File: src/rtl/adder_pkg.sv
// Shared definitions for the ripple-carry adder and anything that models it.
//   DEFAULT_ADDER_WIDTH : default operand width of ripple_ca_adder
//   adder_result_t      : {carry, sum} result at the default width
package adder_pkg;

  localparam int DEFAULT_ADDER_WIDTH = 4;

  typedef logic [DEFAULT_ADDER_WIDTH:0] adder_result_t;

endpackage

File: src/rtl/full_adder.sv
// One-bit full adder cell, purely combinational.
// Ports:
//   a, b  : operand bits
//   cin   : carry in
//   sum   : a ^ b ^ cin
//   cout  : carry out (generate, or propagate of cin)
module full_adder (
  input  logic a,
  input  logic b,
  input  logic cin,
  output logic sum,
  output logic cout
);

  logic prop;

  assign prop = a ^ b;
  assign sum  = prop ^ cin;
  assign cout = (a & b) | (cin & prop);

endmodule

File: src/rtl/ripple_ca_adder.sv
// WIDTH-bit unsigned ripple-carry adder with registered outputs (one cycle latency).
// Ports:
//   clk   : rising-edge clock
//   rst   : asynchronous active-high reset, clears sum/carry immediately
//   a, b  : unsigned operands
//   sum   : registered low WIDTH bits of a+b
//   carry : registered carry-out of a+b
module ripple_ca_adder
  import adder_pkg::*;
#(
  parameter int WIDTH = DEFAULT_ADDER_WIDTH
) (
  input  logic             clk,
  input  logic             rst,
  input  logic [WIDTH-1:0] a,
  input  logic [WIDTH-1:0] b,
  output logic [WIDTH-1:0] sum,
  output logic             carry
);

  logic [WIDTH-1:0] s;
  logic [WIDTH-1:0] sum_d, sum_q;
  logic             carry_d, carry_q;

  // Each stage owns its carry-in/carry-out nets; chaining through the previous
  // generate block keeps every carry a distinct signal rather than bits of one
  // vector that feeds itself.
  for (genvar i = 0; i < WIDTH; i++) begin : gen_fa
    logic cin;
    logic cout;

    if (i == 0) begin : gen_lsb
      assign cin = 1'b0;
    end else begin : gen_chain
      assign cin = gen_fa[i-1].cout;
    end

    full_adder u_fa (
      .a   (a[i]),
      .b   (b[i]),
      .cin (cin),
      .sum (s[i]),
      .cout(cout)
    );
  end

  always_comb begin
    sum_d   = s;
    carry_d = gen_fa[WIDTH-1].cout;
  end

  always_ff @(posedge clk or posedge rst) begin
    if (rst) begin
      sum_q   <= '0;
      carry_q <= 1'b0;
    end else begin
      sum_q   <= sum_d;
      carry_q <= carry_d;
    end
  end

  assign sum   = sum_q;
  assign carry = carry_q;

endmodule

File: config.mk
export PLATFORM = sky130hd
export DESIGN_NAME = ripple_ca_adder
export DESIGN_NICKNAME = d
export VERILOG_FILES = /design/src/rtl/adder_pkg.sv /design/src/rtl/full_adder.sv /design/src/rtl/ripple_ca_adder.sv
export SDC_FILE = /design/constraint.sdc
export NUM_CORES = 1
export LEC_CHECK = 0
export CORE_AREA = 3 3 40 42
export CTS_CLUSTER_SIZE = 20
export DETAILED_ROUTE_END_ITERATION = 16
export DIE_AREA = 0 0 43 45
export GPL_ROUTABILITY_DRIVEN = 0
export PLACE_DENSITY = 0.43
export RECOVER_POWER = 25
export SYNTH_ARGS = -nofsm -noshare
export SYNTH_HDL_FRONTEND = slang
export SYNTH_SLANG_ARGS = --single-unit
File: constraint.sdc
create_clock -name clk -period 1.6 [get_ports clk]
set_clock_uncertainty 0.1 [all_clocks]
set_input_delay 0.48 -clock clk [delete_from_list [all_inputs] [get_ports clk]]
set_output_delay 0.48 -clock clk [all_outputs]
set_load 0.05 [all_outputs]
==> impl_metrics.toml, run 1 <==
[global_routing]
grt_overflow_total = 0
grt_pass1_wl_um = 621
antenna_found_initial = 0
grt_max_degree = 6
grtUsageTotal_pct = 5.21
grt_pass1_vias = 176

[power]
ir_drop_mv = 0.388
p_leak_nw = 0.222
pwr_density_cell_nw_per_um2 = 1040
power.total_mw = 0.492

[setup_path]
cp_top_family = "adder cells"
slowest_delay_ps = 400
cp-end-kind = "flip-flop"
crit_type = "in2reg"
crit_path_frequent_cell = "fa_2"
cp_slowest_cell = "fa_1"
path_cells = "buf_6 -> ha_4 -> fa_2 -> fa_2 -> inv_2 -> fa_1 -> inv_1"
start_kind = "primary input"
cp.required_ps = 1680
worstPathArrival_ps = 1950
cp.buffers_inverters = 3
worstPathMaxFanout = 1

[yosys]
yosys_warnings = 0
avgSynthCellArea_um2 = 14.7
yosysTopAreaCell = "dfrtp_1"
synth_edf_count = 0
ys_top_cells_by_area = "dfrtp_1 (57%), fa_1 (27%), inv_1 (10%)"
syn_inst = 15
synth_top_area_share_pct = 56.8
yosysUniqueCellTypes = 4
synth_commonest_cells = "inv_1 (6), dfrtp_1 (5), fa_1 (3)"
synth-seq-cells = 5
synthArstFlopShare_pct = 100
synth_most_common_cell = "inv_1"
synthFlopType = "dfrtp_1"
synth_area_um2 = 220
syn-num-nets = 29
seq_area_frac_synth_pct = 56.8

[die]
core_area_um2 = 1280
dieArea_um2 = 1940
pin_count = 15
row_count = 13
fp.dieH_um = 45
start_util_pct = 17.1
die_x_um = 43

[sta]
finalCriticalPeriod_ps = 1880
setup_slack_ps = -275
relSlewSlack_pct = 88.3
worst_pin_slew_ps = 175
finalMaxSlewViolations = 0
timing.final.crit_share_pct = 117
fmax_ghz = 0.533
finalHoldViolCount = 0
finalSetupViolations = 2
grt_setup_unrepaired = "true"

[placement]
io_buffers = 14
placed_cells_incl_taps = 44
hpwl_um = 346
placed_area_um2 = 447

[route]
wl_per_cell_um = 7.83
via_per_inst = 3.38
ant_nets = 0
vias = 162
drt_iter0_drc = 0
finalWirelength_um = 376
firstDrtPassIters = 1
drc_errors = 0

[clock_tree]
htree_num_levels = 1
cts_root_buffer = "clkbuf_4"
clkSlewWorstSetupHoldPaths_ps = 40
numCtsBuffers = 3
tritoncts = "yes"
clock_path_buffers = 2
numClockSinks = 5

[cells_and_area]
n_fill_cell = 131
regArea_um2 = 125
n_antenna_cell = 0
nets = 48
syn2layout_area_growth_pct = 115
multi_input_area_um2 = 90.1
drive_gt1_share_pct = 42.4
final_area_um2 = 473
final_cells = 48

[outcome]
outcome = "finished, violations left"
violations = "setup timing"

[worst_hold_path]
holdCritPathClass = "in2reg"

[flow_run]
cap_violations = 0
power by group:
group / internal, mW / switching, mW / total [mW]
sequential: 0.146 / 0.0142 / 0.160
clock: 0.0940 / 0.0483 / 0.142
combinational: 0.0981 / 0.0916 / 0.190
total: 0.338 / 0.154 / 0.492
routing by layer:
layer / GRT usage (%) / wire (um) / up-vias
met5: 0 / 0 / -
met4: 10.8 / 17 / 0
li1: - / - / 75
met2: 7.19 / 195 / 14
met3: 1.99 / 58 / 2
met1: 3.70 / 105 / 71
placed cells by master (no fill, tap or decap):
cell,netlist,routed
dlygate4sd3_1,0,1
dlygate4sd2_1,0,2
fa_1,3,1
buf_6,0,2
clkdlybuf4s50_1,0,4
clkbuf_1,0,1
ha_4,0,1
inv_1,6,5
fa_2,0,2
clkbuf_4,0,3
buf_12,0,5
dfrtp_1,5,5
inv_2,0,1
worst paths after layout:
| check | startpoint | slack, ps | cells past startpoint | to |
|---|---|---|---|---|
| min | a[0] | 350 | 2 | sum[0] |
| max | b[0] | -280 | 7 | sum[3] |
| max in group asynchronous | rst | 770 | 2 | carry |
| min in group asynchronous | rst | 470 | 2 | sum[0] |
area by class of cell:
cell class | count | share of cell area [%]
clock buffers | 4 | 5.56
inverters | 6 | 4.76
multi-input cells | 4 | 19.0
flip-flops and latches | 5 | 26.5
well taps | 15 | 3.97
repair buffers | 14 | 40.2
through the flow:
stage               TNS, ps  hold WS (ps)  worst slack [ps]  util, %
floorplan              -647           159              -403        -
global placement      -2380           590              -915     34.8
detailed placement    -2410           591              -933     34.8
CTS                    -349           339              -285     36.8
global route           -407           348              -321     36.8
finish                 -328           353              -275     36.8
state kept, by name, summed over array words and instances, names as in the netlist:
signal / flops
carry: 1
sum: 4
logic make-up (layout without fill, tap and decap cells):
| logic type | Yosys count | in the layout | synth area share [%] |
|---|---|---|---|
| buffers and inverters | 6 | 24 | 10.2 |
| DFF | 5 | 5 | 56.8 |
| adders and majority gates | 4 | 4 | 33.0 |
timing repair:
item | 4_1_cts | 5_1_grt
pin swaps | 4 | 0
setup endpoints to repair | 3 | 2
gates resized for setup | 12 | 0
hold endpoints to repair | 0 | 0
setup buffers | 0 | 0
hold buffers | 0 | 0
(Power assumes the default switching activity.)
==> inputs of run 2 (changes only) <==
==> constraint.sdc (replaced) <==
create_clock -name clk -period 1.6 [get_ports clk]
set_clock_uncertainty 0.1 [all_clocks]
set_input_delay 0.16 -clock clk [delete_from_list [all_inputs] [get_ports clk]]
set_output_delay 0.16 -clock clk [all_outputs]
set_load 0.05 [all_outputs]
==> impl_metrics.toml, run 2 (synthesized netlist as in run 1, its figures left out) <==
[outcome]
outcome = "complete, no violations"

[placement]
post-place-ws_ps = -615
hpwl_um = 333
io_buffers = 14

[route]
ant_nets = 0
wl_per_cell_um = 7.73
finalWirelength_um = 371
via_per_inst = 3.33
vias = 160
firstDrtPassIters = 1
drt_iter0_drc = 0
drc_errors = 0

[worst_hold_path]
min_from = "b[0]"
hold_path_depth = 2
holdCritPathClass = "in2reg"
hold_end = "sum[0]"

[power]
switching_share_pct = 33.2
p_comb_share_pct = 33.2
internal_power_mw = 0.291
power_frac_seq_pct = 34.3
power.total_mw = 0.436
power_frac_clock_pct = 32.5
pwr_density_cell_nw_per_um2 = 1070
p_switching_mw = 0.145
ir_drop_mv = 0.249
p_leak_nw = 0.197

[cells_and_area]
nets = 48
mostFrequentLayoutCells = "inv_1 (5), dfrtp_1 (5), buf_4 (5)"
syn2layout_area_growth_pct = 85.2
largest_reg_flops = 4
drive_gt1_share_pct = 45.5
n_antenna_cell = 0

[clock_tree]
clock_path_buffers = 2
htree_num_levels = 1
cts_root_buffer = "clkbuf_4"
numCtsBuffers = 3
clkSlewWorstSetupHoldPaths_ps = 40
postCtsSetupBuffers = 0
numClockSinks = 5
tritoncts = "yes"

[sta]
finalSetupViolations = 0
grt_setup_unrepaired = "false"
hold_ws_ps = 32.0
timing.final.crit_share_pct = 97.1
fmax_ghz = 0.644
setup_slack_ps = 46.1
finalCriticalPeriod_ps = 1550
relSlewSlack_pct = 88.4
worst_pin_slew_ps = 173
finalHoldViolCount = 0
finalMaxSlewViolations = 0

[global_routing]
grt_overflow_total = 0
grt_pass1_wl_um = 621
antenna_found_initial = 0
grt_pass1_vias = 180
grt_max_degree = 6
grtUsageTotal_pct = 4.96

[setup_path]
crit_type = "in2reg"
worstPathArrival_ps = 1630
worstPathMaxFanout = 1
cp-end-kind = "flip-flop"
cp.required_ps = 1680
start_kind = "primary input"

[die]
start_util_pct = 17.1
dieArea_um2 = 1940
core_area_um2 = 1280
die_x_um = 43
pin_count = 15
row_count = 13
fp.dieH_um = 45

[flow_run]
cap_violations = 0
[run 2: cell types whose count changed in the layout (fill, tap and decap cells not counted)]
cell             before  now
dlygate4sd2_1         2    0
buf_12                5    0
buf_4                 0    5
clkbuf_2              0    1
clkdlybuf4s15_1       0    1
[run 2: worst max-delay path, cell delays in order]
cell	delay (ps)
buf_6	100
ha_4	150
fa_2	340
fa_2	360
inv_2	60
fa_1	410
inv_1	60
[run 2: metal layers]
| metal | global-route usage, % | part of all wire (%) | wire length, um |
|---|---|---|---|
| met4 | 10.8 | 3.8 | 14 |
| met2 | 7.19 | 49 | 183 |
| met5 | 0 | 0 | 0 |
| met3 | 0.398 | 14 | 53 |
| met1 | 3.97 | 32 | 120 |
[run 2: worst max path at each step]
| stage | from | end | depth (start not counted) |
|---|---|---|---|
| 2_1_floorplan | a[0] | sum[3] | 6 |
| 6_report | a[0] | sum[3] | 7 |
| 4_1_cts | b[0] | sum[3] | 7 |
| 5_1_grt | a[0] | sum[3] | 7 |
| 3_3_place_gp | a[0] | sum[3] | 7 |
| 3_5_place_dp | a[0] | sum[3] | 7 |
[run 2: per-stage QoR]
step	TNS [ps]	std cells	area [um2]	util, %
floorplan	-82.6	15	238	-
global placement	-1240	44	384	29.9
detailed placement	-1280	44	384	29.9
CTS	0	48	398	31.0
global route	0	48	408	31.7
finish	0	48	408	31.7
[run 2: area by class of cell]
| class | instances | area [um2] |
|---|---|---|
| flip-flops and latches | 5 | 125 |
| multi-input cells | 4 | 90.1 |
| well taps | 15 | 18.8 |
| fillers | 133 | 877 |
| inverters | 6 | 22.5 |
| clock buffers | 4 | 26.3 |
| repair buffers | 14 | 125 |
[run 2: repair_timing]
item | CTS | global route
hold buffers | 0 | 0
endpoints found under the setup margin | 3 | 1
resized for setup | 10 | 5
pin swaps | 4 | 4
[run 2: power groups by stage]
stage	Sequential (mW)	Clock [mW]	Combinational [mW]
after detailed placement	0.152	0	0.150
final	0.150	0.142	0.145
after CTS	0.150	0.149	0.145
after global routing	0.152	0.158	0.155
after global placement	0.151	0	0.149
after floorplan	0.218	0	0.0213
